[src/rtl/load_store_unit_pkg.sv]
// Shared types for the load/store unit: memory funct3 encodings, FSM states
// and the request fault classifiers used at accept time.
package load_store_unit_pkg;

  typedef enum logic [2:0] {
    BYTE   = 3'b000,
    HALF   = 3'b001,
    WORD   = 3'b010,
    BYTE_U = 3'b100,
    HALF_U = 3'b101
  } funct3_t;

  typedef enum logic [1:0] {
    S_IDLE  = 2'd0,
    S_ISSUE = 2'd1,
    S_WAIT  = 2'd2,
    S_RESP  = 2'd3
  } lsu_state_t;

  function automatic logic is_misaligned(funct3_t f3, logic [1:0] addr_lo);
    logic mis;
    mis = 1'b0;
    case (f3)
      HALF, HALF_U: mis = addr_lo[0];
      WORD:         mis = (addr_lo != 2'b00);
      default:      mis = 1'b0;
    endcase
    return mis;
  endfunction

  // Unsigned variants only make sense for loads; unlisted encodings are never legal.
  function automatic logic is_illegal(funct3_t f3, logic we);
    logic ill;
    ill = 1'b1;
    case (f3)
      BYTE, HALF, WORD: ill = 1'b0;
      BYTE_U, HALF_U:   ill = we;
      default:          ill = 1'b1;
    endcase
    return ill;
  endfunction

endpackage

[src/rtl/load_store_unit_if.sv]
// Core-side request/response bundle between the execute stage and the LSU.
interface load_store_unit_if
  import load_store_unit_pkg::*;
#(
  parameter int WIDTH = 32
);
  // A request transfers on a rising edge where req_valid && req_ready; the
  // master holds req_* stable while req_valid is high and unaccepted.
  // resp_valid is a single-cycle pulse with no backpressure.
  logic             req_valid;
  logic             req_ready;
  logic             req_we;
  logic [WIDTH-1:0] req_addr;
  logic [WIDTH-1:0] req_wdata;
  funct3_t          req_funct3;
  logic             resp_valid;
  logic [WIDTH-1:0] resp_rdata;
  logic             resp_misaligned;
  logic             resp_illegal;

  modport master (
    output req_valid, req_we, req_addr, req_wdata, req_funct3,
    input  req_ready, resp_valid, resp_rdata, resp_misaligned, resp_illegal
  );

  modport slave (
    input  req_valid, req_we, req_addr, req_wdata, req_funct3,
    output req_ready, resp_valid, resp_rdata, resp_misaligned, resp_illegal
  );
endinterface

[src/rtl/load_store_unit_load_extend.sv]
// Sign/zero extension of right-justified load data according to funct3.
module lsu_load_extend
  import load_store_unit_pkg::*;
#(
  parameter int WIDTH = 32
) (
  input  funct3_t          funct3_i,
  input  logic [WIDTH-1:0] raw_i,
  output logic [WIDTH-1:0] ext_o
);
  always_comb begin
    ext_o = raw_i;
    case (funct3_i)
      BYTE:    ext_o = {{(WIDTH-8){raw_i[7]}}, raw_i[7:0]};
      HALF:    ext_o = {{(WIDTH-16){raw_i[15]}}, raw_i[15:0]};
      BYTE_U:  ext_o = {{(WIDTH-8){1'b0}}, raw_i[7:0]};
      HALF_U:  ext_o = {{(WIDTH-16){1'b0}}, raw_i[15:0]};
      default: ext_o = raw_i;
    endcase
  end
endmodule

[src/rtl/load_store_unit.sv]
// Core-side initiator for the data memory: accepts one load/store, checks
// faults, drives the memory port, waits the read latency and returns a response.
module load_store_unit
  import load_store_unit_pkg::*;
#(
  parameter int WIDTH      = 32,
  parameter int RD_LATENCY = 1
) (
  input  logic             clk,
  input  logic             rst,
  load_store_unit_if.slave core,
  output logic [WIDTH-1:0] mem_addr,
  output logic             mem_wren,
  output logic [WIDTH-1:0] mem_wr_data,
  output funct3_t          mem_funct3,
  input  logic [WIDTH-1:0] mem_rd_data,
  output lsu_state_t       dbg_state
);
  localparam int CNT_W = (RD_LATENCY > 1) ? $clog2(RD_LATENCY) : 1;

  lsu_state_t       state_q;
  logic             req_ready_q;
  logic             resp_valid_q, resp_mis_q, resp_ill_q;
  logic [WIDTH-1:0] resp_rdata_q;
  logic [WIDTH-1:0] mem_addr_q, mem_wr_data_q;
  logic             mem_wren_q;
  funct3_t          mem_funct3_q;
  logic             we_q;
  logic [CNT_W-1:0] cnt_q;

  logic             mis_d, ill_d;
  logic [WIDTH-1:0] wdata_d, ext_data;

  assign mis_d = is_misaligned(core.req_funct3, core.req_addr[1:0]);
  assign ill_d = is_illegal(core.req_funct3, core.req_we);

  always_comb begin
    wdata_d = core.req_wdata;
    case (core.req_funct3)
      BYTE, BYTE_U: wdata_d = {{(WIDTH-8){1'b0}}, core.req_wdata[7:0]};
      HALF, HALF_U: wdata_d = {{(WIDTH-16){1'b0}}, core.req_wdata[15:0]};
      default:      wdata_d = core.req_wdata;
    endcase
  end

  // mem_funct3_q is only rewritten on an issued access, so it still describes the load in WAIT.
  lsu_load_extend #(.WIDTH(WIDTH)) u_ext (
    .funct3_i(mem_funct3_q),
    .raw_i   (mem_rd_data),
    .ext_o   (ext_data)
  );

  always_ff @(posedge clk) begin
    if (rst) begin
      state_q       <= S_IDLE;
      req_ready_q   <= 1'b0;
      resp_valid_q  <= 1'b0;
      resp_mis_q    <= 1'b0;
      resp_ill_q    <= 1'b0;
      resp_rdata_q  <= '0;
      mem_addr_q    <= '0;
      mem_wr_data_q <= '0;
      mem_wren_q    <= 1'b0;
      mem_funct3_q  <= BYTE;
      we_q          <= 1'b0;
      cnt_q         <= '0;
    end else begin
      resp_valid_q <= 1'b0;
      mem_wren_q   <= 1'b0;
      case (state_q)
        S_IDLE: begin
          req_ready_q <= 1'b1;
          if (req_ready_q && core.req_valid) begin
            req_ready_q <= 1'b0;
            we_q        <= core.req_we;
            if (mis_d || ill_d) begin
              state_q      <= S_RESP;
              resp_valid_q <= 1'b1;
              resp_rdata_q <= '0;
              resp_mis_q   <= mis_d;
              resp_ill_q   <= ill_d;
            end else begin
              state_q      <= S_ISSUE;
              mem_addr_q   <= core.req_addr;
              mem_funct3_q <= core.req_funct3;
              mem_wren_q   <= core.req_we;
              if (core.req_we) mem_wr_data_q <= wdata_d;
            end
          end
        end
        S_ISSUE: begin
          if (we_q) begin
            state_q      <= S_RESP;
            resp_valid_q <= 1'b1;
            resp_rdata_q <= '0;
            resp_mis_q   <= 1'b0;
            resp_ill_q   <= 1'b0;
          end else begin
            state_q <= S_WAIT;
            cnt_q   <= CNT_W'(RD_LATENCY - 1);
          end
        end
        S_WAIT: begin
          if (cnt_q == '0) begin
            state_q      <= S_RESP;
            resp_valid_q <= 1'b1;
            resp_rdata_q <= ext_data;
            resp_mis_q   <= 1'b0;
            resp_ill_q   <= 1'b0;
          end else begin
            cnt_q <= cnt_q - CNT_W'(1);
          end
        end
        S_RESP: begin
          state_q     <= S_IDLE;
          req_ready_q <= 1'b1;
        end
        default: state_q <= S_IDLE;
      endcase
    end
  end

  assign core.req_ready       = req_ready_q;
  assign core.resp_valid      = resp_valid_q;
  assign core.resp_rdata      = resp_rdata_q;
  assign core.resp_misaligned = resp_mis_q;
  assign core.resp_illegal    = resp_ill_q;
  assign mem_addr             = mem_addr_q;
  assign mem_wren             = mem_wren_q;
  assign mem_wr_data          = mem_wr_data_q;
  assign mem_funct3           = mem_funct3_q;
  assign dbg_state            = state_q;
endmodule

[src/flat_wrapper.sv]
// flat-port wrapper written by rule: the top's interface ports become plain ports
module load_store_unit_flat import load_store_unit_pkg::*;
#(
  parameter int WIDTH      = 32,
  parameter int RD_LATENCY = 1
)
  (clk, rst, mem_addr, mem_wren, mem_wr_data, mem_funct3, mem_rd_data, dbg_state, core_req_valid, core_req_we, core_req_addr, core_req_wdata, core_req_funct3, core_req_ready, core_resp_valid, core_resp_rdata, core_resp_misaligned, core_resp_illegal);
  load_store_unit_if #(.WIDTH(WIDTH)) core_i ();
  input  logic clk;
  input  logic rst;
  output logic [WIDTH-1:0] mem_addr;
  output logic mem_wren;
  output logic [WIDTH-1:0] mem_wr_data;
  output funct3_t mem_funct3;
  input  logic [WIDTH-1:0] mem_rd_data;
  output lsu_state_t dbg_state;
  input wire logic [$bits(core_i.req_valid)-1:0] core_req_valid;
  input wire logic [$bits(core_i.req_we)-1:0] core_req_we;
  input wire logic [$bits(core_i.req_addr)-1:0] core_req_addr;
  input wire logic [$bits(core_i.req_wdata)-1:0] core_req_wdata;
  input wire logic [$bits(core_i.req_funct3)-1:0] core_req_funct3;
  output wire logic [$bits(core_i.req_ready)-1:0] core_req_ready;
  output wire logic [$bits(core_i.resp_valid)-1:0] core_resp_valid;
  output wire logic [$bits(core_i.resp_rdata)-1:0] core_resp_rdata;
  output wire logic [$bits(core_i.resp_misaligned)-1:0] core_resp_misaligned;
  output wire logic [$bits(core_i.resp_illegal)-1:0] core_resp_illegal;
  assign core_i.req_valid = core_req_valid;
  assign core_i.req_we = core_req_we;
  assign core_i.req_addr = core_req_addr;
  assign core_i.req_wdata = core_req_wdata;
  assign core_i.req_funct3 = core_req_funct3;
  assign core_req_ready = core_i.req_ready;
  assign core_resp_valid = core_i.resp_valid;
  assign core_resp_rdata = core_i.resp_rdata;
  assign core_resp_misaligned = core_i.resp_misaligned;
  assign core_resp_illegal = core_i.resp_illegal;
  load_store_unit #(.WIDTH(WIDTH), .RD_LATENCY(RD_LATENCY)) u_core (.clk(clk), .rst(rst), .core(core_i), .mem_addr(mem_addr), .mem_wren(mem_wren), .mem_wr_data(mem_wr_data), .mem_funct3(mem_funct3), .mem_rd_data(mem_rd_data), .dbg_state(dbg_state));
endmodule
[config.mk]
export PLATFORM = sky130hd
export DESIGN_NAME = load_store_unit_flat
export DESIGN_NICKNAME = d
export VERILOG_FILES = /design/src/rtl/load_store_unit_pkg.sv /design/src/rtl/load_store_unit_if.sv /design/src/rtl/load_store_unit_load_extend.sv /design/src/rtl/load_store_unit.sv /design/src/flat_wrapper.sv
export SDC_FILE = /design/constraint.sdc
export NUM_CORES = 1
export LEC_CHECK = 0
export ABC_AREA = 1
export BUFFER_PORTS_ARGS = -buffer_cell sky130_fd_sc_hd__buf_4
export CORE_AREA = 2 2 130 132
export CTS_BUF_LIST = sky130_fd_sc_hd__clkbuf_2 sky130_fd_sc_hd__clkbuf_4 sky130_fd_sc_hd__clkbuf_8
export DETAILED_ROUTE_END_ITERATION = 16
export DIE_AREA = 0 0 132 134
export PLACE_DENSITY = 0.54
export SYNTH_ARGS = -nofsm -noshare
export SYNTH_HDL_FRONTEND = slang
export SYNTH_HIERARCHICAL = 1
export SYNTH_SLANG_ARGS = --single-unit
[constraint.sdc]
create_clock -name clk -period 1.5 [get_ports clk]
set_input_delay 0.075 -clock clk [delete_from_list [all_inputs] [get_ports clk]]
set_output_delay 0.075 -clock clk [all_outputs]
set_load 0.02 [all_outputs]
==> reports/summary.txt, run 1 <==
drt total wl: 15.9 mm
crit path DAT: 1.89 ns
max capacitance violation total: 0
HPWL after DPL: 10.2 mm
GRT overflow: 0
number of antenna violations at the first check in global routing: 0
number of global-route vias before repair: 4809
final core utilization: 48.3%
post-synth net total: 786
Final ANT Viol Nets: 0
synthesized area: 4800 um^2
Power Total: 11.5 mW
Crit Path Class: reg -> reg
share of layout cells above drive strength 1: 32.0%
Seq/Total Area, Yosys: 44.6%
IO Port Bufs: 208
final worst-path cycle share: 104%
Worst Setup End Kind: flop
first drt pass iteration count: 4
fill count: 1624
Max Clk Rate: 640 MHz
io pins: 209
pre-CTS WS: -0.0161 ns
Warnings, synthesis: 6
Ant. Diodes: 0
clk_lat worst skew: 0.38 ns
Power Density: 1460 nW/um^2
syn_area_per_cell: 7.08 um^2
failing checks: setup timing
via count: 5161
Reg area: 2150 um^2
CTS tree: built
placed cell count: 1086
Initial DRC Count: 256
final setup skew: 0.00576 ns
worst-margin pin slew: 0.348 ns
Netlist cell types: 24
worst path required time: 1.83 ns
P&R area growth vs syn: 63.7%
cts bufs inserted: 9
All-Layer GR Usage: 16.8%
first-pass GRT wire length: 24.1 mm
worst-path fanout max: 6
final setup margin: -0.0622 ns
Min Clock Period, post-route: 1.56 ns
per-cell routed wire length: 13.5 um
HP Class: in -> reg
Layout Cells excl Fill: 1184
largest net degree at the start of global routing: 47
Max VDD drop: 735 uV
nets: 1066
# setup viols final: 29
starting density of the core: 29.5%
run status: complete, but fails checks
Worst setup SP type: flop
residual DRC count: 0
CTS sink cnt: 107
Mapped Cells: 679
Root Driver: clkbuf_8
RSZ-0062 raised after global routing: yes
setup_tns: -1.03 ns
chip width: 132 um
core area: 16300 um^2
Hold Slack: 0.0209 ns
synthesized flop and latch total: 107
vias per cell: 4.36
clock-pin slew on the worst setup and hold paths: 0.11 ns
P_leak: 4.06 nW
Final Hold Viols: 0
worst-case clock buffer depth: 2
RD Place Congestion: 0.733
slew margin rel.: 76.7%
CTS HTree Levels: 3
count of pins over their slew limit: 0
Placed Area: 6670 um^2
Cell Rows: 47
Design Area, Final: 7870 um^2
area occupied by multi-input gates: 2190 um^2
chip height: 134 um
Die Area: 17700 um^2
-- registers in the layout, indices dropped and copies added, names as in the netlist --
signal                       cells
u_core/mem_wren                  1
u_core/core.resp_illegal         1
u_core/core.resp_rdata          32
u_core/mem_addr                 32
u_core/core.req_ready            1
u_core/core.resp_valid           1
u_core/mem_wr_data              32
u_core/mem_funct3                3
u_core/dbg_state                 2
u_core/we_q                      1
u_core/core.resp_misaligned      1
-- power by group --
| part | internal [mW] | switching (mW) | total, mW |
|---|---|---|---|
| sequential | 3.46 | 0.345 | 3.80 |
| combinational | 2.65 | 3.14 | 5.79 |
| clock | 0.803 | 1.12 | 1.92 |
| total | 6.91 | 4.60 | 11.5 |
-- worst max-delay path, cell delays in order (launching register included) --
cell and delay [ns]:
dfxtp_4 0.37, inv_4 0.06, ha_4 0.13, inv_2 0.04, nor2_4 0.10, inv_2 0.06, nor2_4 0.17, nand2_4 0.10
nor2_8 0.19, clkbuf_16 0.18, nand3_1 0.06, nand2_1 0.06
-- cells by family after synthesis --
kind of cell	after synthesis	synth area share (%)
AND/OR/NAND/NOR	392	35.9
buffers and inverters	112	11.7
AO/OA/AOI/OAI	64	6.74
adder cells (fa/ha/maj)	4	1.04
flip-flops	107	44.6
-- per-layer routing --
layer | track usage (%) | part of all wire, %
met1 | 21.7 | 45
met2 | 26.9 | 46
met3 | 4.50 | 7.1
met4 | 6.10 | 1.7
met5 | 0 | 0
-- area by class of cell --
type | instances | share of cell area (%)
Clock buffer | 9 | 1.57
Tap cell | 220 | 3.50
Sequential cell | 107 | 27.3
Clock inverter | 7 | 1.05
Multi-Input combinational cell | 460 | 27.8
Inverter | 60 | 2.89
Timing Repair Buffer | 321 | 35.9
-- path summary, 6_finish.rpt --
path,startpoint,endpoint,slack [ns],cells past startpoint
max,u_core/dbg_state[1],u_core/mem_wr_data[31],-0.06,11
min,mem_rd_data[3],u_core/core.resp_rdata[3],0.02,5
max reg2reg,u_core/dbg_state[1],u_core/mem_wr_data[31],-0.06,11
min reg2reg,u_core/mem_wr_data[20],u_core/mem_wr_data[20],0.47,2
-- repair_timing --
action,in CTS,in global routing
buffers inserted,1,3
setup endpoints to repair,63,97
cloned,0,7
gates resized for setup,4,17
endpoints found under the hold margin,72,0
hold buffers,71,0
pin swaps,2,14
-- synth_stat cells --
library cell	count	area, um^2
nor3_1	2	10.0
buf_4	12	90.1
a21o_1	1	7.51
nand2_4	4	45.0
a31oi_1	1	6.26
nand3_2	5	50.1
nand3_4	2	35.0
clkbuf_1	16	60.1
o21ai_0	38	190
nand2_1	159	597
a21oi_1	24	120
nand3_1	80	400
nor2_1	130	488
buf_2	11	55.1
nor2_8	1	20.0
buf_6	11	124
nor2_4	5	56.3
buf_1	2	7.51
dfxtp_1	107	2140
inv_2	5	18.8
inv_1	55	206
nor2_2	3	18.8
ha_1	4	50.1
nand2_2	1	6.26
-- layout by cell type, fill, tap and decap left out, types with 6 or more instances in the layout --
cell type / count
a21oi_1: 22
buf_12: 9
buf_4: 230
clkbuf_16: 6
clkbuf_8: 9
dfxtp_1: 105
dlygate4sd3_1: 71
inv_1: 52
inv_2: 7
nand2_1: 156
nand3_1: 77
nand3_2: 8
nor2_1: 129
nor2_4: 6
o21ai_0: 37
No activity file was read; power rests on OpenSTA's default activity.
==> inputs of run 2 (changes only) <==
CORE_AREA = 2 2 108 110   (was 2 2 130 132)
DIE_AREA = 0 0 110 112   (was 0 0 132 134)
PLACE_DENSITY = 0.75   (was 0.54)
==> run 2 against run 1 <==
Register-to-register slack about the same. Hold slack better by 0.0096 ns. Final cell count fell by 6.3%. Via count up 4.6%. First-iteration DRC count is 78% higher. The run still ends with setup timing left. Die area decreased by 30%. Critical path depth up 1.
==> reports/summary.txt, run 2 (same netlist as run 1, synthesis figures left out) <==
Max VDD drop: 1080 uV (+47%)
max capacitance violation total: 0 (unchanged)
worst-case clock buffer depth: 2 (unchanged)
RSZ-0062 raised after global routing: yes
final core utilization: 70.7% (+22 points)
Final Hold Viols: 0 (unchanged)
Hold Startpoint: mem_rd_data[5]
HP Class: in -> reg
Design Area, Final: 7900 um^2 (+0.37%)
slew margin rel.: 77.3% (+0.52 points)
io pins: 209 (unchanged)
All-Layer GR Usage: 24.9% (+8.1 points)
slowest cell delay on critical path: 0.55 ns (+0.18 ns)
worst path required time: 1.83 ns (about the same)
Hold Path End: u_core/core.resp_rdata[5]
Crit path top cell by count: nor2_4
crit path DAT: 1.89 ns (about the same)
worst hold path depth: 5 (unchanged)
most frequent cells in the layout: buf_4 (230), nand2_1 (154), nor2_1 (120)
fill count: 856 (-47%)
Final ANT Viol Nets: 0 (unchanged)
final setup skew: 0.0148 ns (+0.00906 ns)
CTS HTree Levels: 3 (unchanged)
Worst setup SP type: primary input
Min Clock Period, post-route: 1.56 ns (-0.00703 ns)
share of layout cells above drive strength 1: 35.4% (+3.4 points)
final worst-path cycle share: 104% (-0.47 points)
drt total wl: 16.0 mm (+0.41%)
nets: 1069 (+0.28%)
Power Density: 1450 nW/um^2 (-0.81%)
Crit Path Class: in -> reg
vias per cell: 4.86 (+12%)
Max Clk Rate: 643 MHz (+0.45%)
Hold Slack: 0.0305 ns (+0.00957 ns)
Die Area: 12300 um^2 (-30%)
clk_lat worst skew: 0.38 ns (about the same)
worst-path fanout max: 6 (unchanged)
CTS tree: built
P&R area growth vs syn: 64.3%
pre-CTS WS: -0.0638 ns (-0.0477 ns)
# setup viols final: 20 (-31%)
core area: 11200 um^2 (-31%)
Initial DRC Count: 456 (+78%)
run status: complete, but fails checks
Root Driver: clkbuf_8
first-pass GRT wire length: 24.3 mm (+0.77%)
FF-to-FF path depth: 11 (unchanged)
chip width: 110 um (-17%)
per-cell routed wire length: 14.4 um (+7.1%)
RR Startpoint: u_core/dbg_state[0]
cts bufs inserted: 9 (unchanged)
Cell Rows: 39 (-17%)
area occupied by multi-input gates: 2300 um^2 (+5.3%)
final setup margin: -0.0552 ns (+0.00703 ns)
largest net degree at the start of global routing: 63 (+34%)
P_leak: 4.09 nW (+0.85%)
count of pins over their slew limit: 0 (unchanged)
Reg2Reg Setup Slack: -0.05 ns (about the same)
GRT overflow: 0 (unchanged)
RD Place Congestion: 0.795 (+8.4%)
failing checks: setup timing
reg-to-reg endpoint: u_core/mem_wr_data[11]
Ant. Diodes: 0 (unchanged)
CTS sink cnt: 107 (unchanged)
crit-path cells: dlygate4sd3_1, buf_4, nand2_1, inv_2, nor2_4, nand2_4, nor2_4, nand2_4, buf_6, nor2_4, nand3_1, nand2_1
Placed Area: 6470 um^2 (-2.9%)
via count: 5397 (+4.6%)
number of global-route vias before repair: 5044 (+4.9%)
IO Port Bufs: 208 (unchanged)
first drt pass iteration count: 7 (+3)
Worst Setup End Kind: flop
number of antenna violations at the first check in global routing: 0 (unchanged)
Reg area: 2150 um^2 (+0.12%)
chip height: 112 um (-16%)
worst-margin pin slew: 0.341 ns (-0.00767 ns)
slowest stage cell, crit path: dlygate4sd3_1
clock-pin slew on the worst setup and hold paths: 0.12 ns (about the same)
residual DRC count: 0 (unchanged)
starting density of the core: 43.0% (+14 points)
HPWL after DPL: 9.22 mm (-9.4%)
commonest non-fill, non-tap cell in the layout: buf_4
run 2: how the worst max path moves through the flow:
stage / from / end / cells after the start
after floorplan: u_core/dbg_state[0] / u_core/mem_funct3[0] / 11
after global placement: u_core/dbg_state[1] / u_core/mem_wr_data[8] / 10
after detailed placement: u_core/dbg_state[1] / u_core/mem_wr_data[24] / 10
after CTS: u_core/dbg_state[1] / u_core/mem_wr_data[25] / 11
after global routing: u_core/dbg_state[0] / u_core/mem_wr_data[10] / 12
final: core_req_addr[1] / u_core/mem_wr_data[11] / 12
run 2: worst max-delay path, delay by kind of cell:
kind	cells	cell delay, ns
and+or+nand+nor	8	0.94
buffers and inverters	4	0.86
run 2: metrics by stage:
step,power (mW),instances,TNS [ns]
3_3_place_gp,8.80,998,-0.454
4_1_cts,10.9,1099,-0.198
3_5_place_dp,8.85,998,-1.40
2_1_floorplan,6.95,679,0
5_1_grt,12.3,1110,-8.94
6_report,11.5,1110,-0.457
run 2: power by group:
group | internal, mW | switching, mW
registers | 3.46 | 0.329
clock network | 0.719 | 1.05
logic | 2.73 | 3.18
run 2: area by class of cell:
class                           instances  area share (%)
Inverter                               60            2.95
Clock inverter                          5           0.523
Tap cell                              143            2.27
Multi-Input combinational cell        462            29.2
Sequential cell                       107            27.2
Clock buffer                           11            1.92
Timing Repair Buffer                  322            36.0
run 2: per-layer routing:
layer	track usage [%]	routed length (um)	vias to the layer above	part of all wire [%]
met3	7.90	1500	42	9.4
met2	40.3	7700	268	48
met4	10.7	529	0	3.3
met1	29.9	6270	2416	39
li1	-	-	2671	-
met5	0	0	-	0
run 2: what timing repair did:
action / CTS / global route
hold endpoints to repair: 70 / 0
pin swaps: 14 / 15
resized for setup: 18 / 36
buffers inserted: 12 / 4
hold buffers: 70 / 0
endpoints found under the setup margin: 57 / 96
gates cloned: 3 / 7
